## src/rtl/tiger_ckpt_ctrl.sv

```systemverilog
// Checkpoint/rollback sequencer for the Tiger pipeline.
// On a power-loss warning it drains Ex/MA/WB, streams the architectural state
// out to NVM, then holds the core off; on power return it streams the state
// back in under zstall and releases the pipeline.
// Build option: define CKPT_PERIODIC_EN to also take periodic checkpoints
// every PERIOD idle cycles (these return to IDLE instead of powering off).
module tiger_ckpt_ctrl #(
    parameter int unsigned DRAIN_CYCLES = 4,
    parameter int unsigned SAVE_WORDS   = 35
`ifdef CKPT_PERIODIC_EN
    ,
    parameter int unsigned PERIOD       = 1024
`endif
) (
    input  logic       clk,
    input  logic       reset_n,
    input  logic       powerLow,
    input  logic       powerGood,
    input  logic       stallMA,
    input  logic       stallWB,
    input  logic       saveAck,
    input  logic       restoreAck,
    output logic       checkpoint,
    output logic       checkpointing,
    output logic       poweroff,
    output logic       zstall,
    output logic       saveReq,
    output logic       restoreReq,
    output logic [5:0] wordIdx,
    output logic       ckptValid
);

    localparam int unsigned   DW         = (DRAIN_CYCLES > 1) ? $clog2(DRAIN_CYCLES + 1) : 1;
    localparam logic [DW-1:0] DRAIN_LOAD = DW'(DRAIN_CYCLES);
    localparam logic [5:0]    LAST_WORD  = 6'(SAVE_WORDS - 1);

    typedef enum logic [2:0] {
        StIdle,
        StDrain,
        StSave,
        StOff,
        StRestore,
        StResume
    } state_e;

    state_e        r_state, w_state_d;
    logic          r_shutdown, w_shutdown_d;
    logic [DW-1:0] r_drain_cnt, w_drain_cnt_d;
    logic [5:0]    r_word_idx, w_word_idx_d;
    logic          r_ckpt_valid, w_ckpt_valid_d;
    logic          r_checkpoint, w_checkpoint_d;
    logic          w_no_stall;
    logic          w_start_ckpt;

    assign w_no_stall = !stallMA && !stallWB;

`ifdef CKPT_PERIODIC_EN
    logic [15:0] r_period_cnt, w_period_cnt_d;
    logic        w_period_hit;

    assign w_period_hit = (r_period_cnt == 16'(PERIOD - 1));
    assign w_start_ckpt = powerLow || w_period_hit;

    // Idle-cycle counter: runs only while staying in IDLE, zero otherwise.
    always_comb begin
        w_period_cnt_d = '0;
        if (r_state == StIdle && w_state_d == StIdle) begin
            w_period_cnt_d = r_period_cnt + 16'd1;
        end
    end

    // Periodic counter register.
    always_ff @(posedge clk or negedge reset_n) begin
        if (!reset_n) begin
            r_period_cnt <= '0;
        end else begin
            r_period_cnt <= w_period_cnt_d;
        end
    end
`else
    assign w_start_ckpt = powerLow;
`endif

    // Next-state logic for the sequencer and its datapath registers.
    always_comb begin
        w_state_d      = r_state;
        w_shutdown_d   = r_shutdown;
        w_drain_cnt_d  = r_drain_cnt;
        w_word_idx_d   = r_word_idx;
        w_ckpt_valid_d = r_ckpt_valid;
        w_checkpoint_d = 1'b0;
        unique case (r_state)
            StIdle: begin
                if (w_start_ckpt) begin
                    w_state_d     = StDrain;
                    // A periodic checkpoint keeps shutdown clear unless powerLow coincides.
                    w_shutdown_d  = powerLow;
                    w_drain_cnt_d = DRAIN_LOAD;
                end
            end
            StDrain: begin
                if (powerLow) begin
                    w_shutdown_d = 1'b1;
                end
                // Leave on the cycle the count would reach zero so DRAIN lasts
                // exactly DRAIN_CYCLES stall-free cycles.
                if (r_drain_cnt == '0 || (w_no_stall && r_drain_cnt == DW'(1))) begin
                    w_state_d      = StSave;
                    w_drain_cnt_d  = '0;
                    w_word_idx_d   = '0;
                    w_ckpt_valid_d = 1'b0;
                    w_checkpoint_d = 1'b1;
                end else if (w_no_stall) begin
                    w_drain_cnt_d = r_drain_cnt - DW'(1);
                end
            end
            StSave: begin
                if (powerLow) begin
                    w_shutdown_d = 1'b1;
                end
                if (saveAck) begin
                    if (r_word_idx == LAST_WORD) begin
                        w_ckpt_valid_d = 1'b1;
                        w_word_idx_d   = '0;
                        w_state_d      = (r_shutdown || powerLow) ? StOff : StIdle;
                    end else begin
                        w_word_idx_d = r_word_idx + 6'd1;
                    end
                end
            end
            StOff: begin
                if (powerGood && !powerLow) begin
                    if (r_ckpt_valid) begin
                        w_state_d    = StRestore;
                        w_word_idx_d = '0;
                    end else begin
                        w_state_d    = StIdle;
                        w_shutdown_d = 1'b0;
                    end
                end
            end
            StRestore: begin
                // Abort wins over an ack; the held checkpoint is replayed from word 0.
                if (powerLow) begin
                    w_state_d    = StOff;
                    w_word_idx_d = '0;
                end else if (restoreAck) begin
                    if (r_word_idx == LAST_WORD) begin
                        w_state_d    = StResume;
                        w_word_idx_d = '0;
                    end else begin
                        w_word_idx_d = r_word_idx + 6'd1;
                    end
                end
            end
            StResume: begin
                w_state_d    = StIdle;
                w_shutdown_d = 1'b0;
            end
            default: begin
                w_state_d = StIdle;
            end
        endcase
    end

    // State and datapath registers; ckptValid is volatile across reset.
    always_ff @(posedge clk or negedge reset_n) begin
        if (!reset_n) begin
            r_state      <= StIdle;
            r_shutdown   <= 1'b0;
            r_drain_cnt  <= '0;
            r_word_idx   <= '0;
            r_ckpt_valid <= 1'b0;
            r_checkpoint <= 1'b0;
        end else begin
            r_state      <= w_state_d;
            r_shutdown   <= w_shutdown_d;
            r_drain_cnt  <= w_drain_cnt_d;
            r_word_idx   <= w_word_idx_d;
            r_ckpt_valid <= w_ckpt_valid_d;
            r_checkpoint <= w_checkpoint_d;
        end
    end

    assign checkpoint    = r_checkpoint;
    assign checkpointing = (r_state == StDrain) || (r_state == StSave);
    assign poweroff      = (r_state == StOff);
    assign zstall        = (r_state == StRestore) || (r_state == StResume);
    assign saveReq       = (r_state == StSave);
    assign restoreReq    = (r_state == StRestore);
    assign wordIdx       = r_word_idx;
    assign ckptValid     = r_ckpt_valid;

endmodule

```

## config.mk

```make
export PLATFORM = sky130hd
export DESIGN_NAME = tiger_ckpt_ctrl
export DESIGN_NICKNAME = d
export VERILOG_FILES = /design/src/rtl/tiger_ckpt_ctrl.sv
export SDC_FILE = /design/constraint.sdc
export NUM_CORES = 1
export LEC_CHECK = 0
export CORE_MARGIN = 4
export CORE_UTILIZATION = 30
export DETAILED_ROUTE_END_ITERATION = 16
export PLACE_DENSITY = 0.61
export SKIP_LAST_GASP = 1
export SLEW_MARGIN = 25
export SYNTH_ARGS = -nofsm -noshare
export SYNTH_HDL_FRONTEND = slang
export SYNTH_SLANG_ARGS = --single-unit
```

## constraint.sdc

```tcl
create_clock -name clk -period 4.1 [get_ports clk]
set_clock_uncertainty 0.15 [all_clocks]
set_input_delay 0.82 -clock clk [delete_from_list [all_inputs] [get_ports clk]]
set_output_delay 0.82 -clock clk [all_outputs]
set_load 0.02 [all_outputs]
```

==> impl_metrics.ini <==
[clocking]
root_buffer = clkbuf_4
clock_latency_ns = 0.29
cts_num_sinks = 15
post_cts_buffers = 0
clkTransAtPathRegs_ns = 0.09
cts_buffers = 3
cts-resized-gates = 0
cts-htree-levels = 1
hold_buffers = 0
clk_path_buf_depth = 2
cts_tree = built

[global_routing]
overflow = 0
antenna_found_initial = 0
grt_util_all_layers = 0.116
grt_pass1_vias = 841
grt_max_degree = 16
grt_pass1_wl_mm = 4.00

[yosys]
seq_area_frac_synth = 0.353
ys_warn_count = 0
ys_seq_elements = 15
async_flop_share = 1.00
synth-edff-count = 0
syn_nets = 125
ys.flop_type = dfrtp_1
synth_common_cells = 15 x dfrtp_1, 10 x inv_1, 10 x nor2_1
yosys.cell_count.top_type = dfrtp_1
synthCells = 112
synth_largest_area_cell = dfrtp_1
avgSynthCellArea_um2 = 9.51
syn_area_um2 = 1060
synth_area_leaders = dfrtp_1 35%, o31ai_1 6.3%, ha_1 5.9%
synth_cell_types = 35
synth_top_area_frac = 0.353

[job]
drv_cap = 0

[route]
viasPerCell = 5.03
drt_iter0_drc = 45
drc = 0
drt-pass1-iter-count = 5
ant_nets = 0
wl_per_cell_um = 13.5
wirelength_mm = 2.39
routed-via-count = 891

[floorplan]
core-area_um2 = 3390
initial_utilization = 0.314
rows = 21
die-area_um2 = 4570
fp.dieH_um = 67.6
pin_count = 21
dieWidth_um = 67.6

[timing]
fin_tns_setup_ns = 0
period_needed_ns = 3.08
slew_headroom = 0.547
tightestPinTransition_ns = 0.678
rsz0062_at_grt = false
setup_viol = 0
hold_viol_final = 0
layout_worst_path_cycle_share = 0.751
fmax_mhz = 325
final.setup.worst_slack_ns = 1.02
drv_slew = 0

[power]
p_per_area_nw_per_um2 = 581
vdd.ir_drop.worst_v = 0.000184
p_leak_nw = 0.558

[finish]
finalNonFillerCells = 177
fin_util = 0.387
nets = 145
areaGrowthSynthToFinish_pct = 23.3
num-fill-cells = 348
drive_above_1_share = 0.145
antenna_cells = 0

[setup_path]
crit_type = reg -> out
worstPathMaxFanout = 12
crit_required_ns = 3.13
end_kind = output port
start_kind = flop
arrival_ns = 2.11

[min_path]
timing.hold.worst.class = reg -> reg

[placed_design]
port_buffers = 20
hpwl_mm = 1.86
post-place-ws_ns = 1.07
dp_cells = 173
gp_congestion = 0.793

[run_status]
status = completed
## final timing paths
path | from | endpoint | slack (ns) | cells past startpoint
worst max-delay path | r_state[0] | checkpointing | 1.02 | 3
worst min-delay path | r_drain_cnt[1] | r_drain_cnt[1] | 0.34 | 2
worst max register to register | r_state[0] | r_state[1] | 1.75 | 5
worst min register to register | r_drain_cnt[1] | r_drain_cnt[1] | 0.34 | 2
max in group asynchronous | reset_n | ckptValid | 2.59 | 1
min in group asynchronous | reset_n | checkpoint | 0.78 | 1
## flip-flops by register name (all words and copies together) (netlist names)
name and flops:
checkpoint 1, ckptValid 1, r_drain_cnt 3, r_shutdown 1, r_state 3, wordIdx 6
## critical path, cell delays in order (launching register included)
cell and delay, ns:
dfrtp_1 0.65, or3b_4 0.49, nand2b_1 0.09, clkdlybuf4s50_1 0.59
## through the flow
| step | power [mW] | cell area (um2) | hold slack [ns] |
|---|---|---|---|
| after floorplan | 0.570 | 1060 | 0.300 |
| after global placement | 0.668 | 1280 | 0.317 |
| after detailed placement | 0.680 | 1280 | 0.322 |
| after CTS | 0.770 | 1310 | 0.344 |
| after global routing | 0.828 | 1310 | 0.406 |
| final | 0.763 | 1310 | 0.344 |
## report_power, final
part / switching, mW / internal (mW)
sequential: 0.0668 / 0.184
clock: 0.0504 / 0.0363
combinational: 0.231 / 0.194
## metal layers
layer	vias up	wire [um]	share of wire	GRT usage
li1	444	-	-	-
met3	3	97	0.041	0.0183
met2	29	1050	0.44	0.164
met5	-	0	0	0
met1	415	1220	0.51	0.167
met4	0	28	0.012	0.0608
## cell usage in the layout (no fill, tap or decap), drive strengths merged, types with 5 or more instances in the layout
cell	count
clkdlybuf4s50	20
dfrtp	15
inv	10
nor2	10
o21ai	10
o31ai	9
nor3	6
a21oi	6
ha	5
## cells by family (layout without fill, tap and decap cells)
kind of cell / after synthesis / count (layout) / synth area share
simple gates: 41 / 41 / 0.256
compound gates: 34 / 34 / 0.234
flops: 15 / 15 / 0.353
buf+inv: 15 / 34 / 0.0705
fa+ha+maj: 5 / 5 / 0.0588
mux: 2 / 2 / 0.0282
## final cells by class
class,instances,area [um2],area share
inverter,10,37.5,0.0286
clock buffer,3,22.5,0.0172
multi-input combinational,82,614,0.468
clock inverter,1,5.00,0.00381
timing repair buffer,20,200,0.153
tap,46,57.6,0.0439
sequential,15,375,0.286
Note: power is estimated with default switching activity, not from simulation.
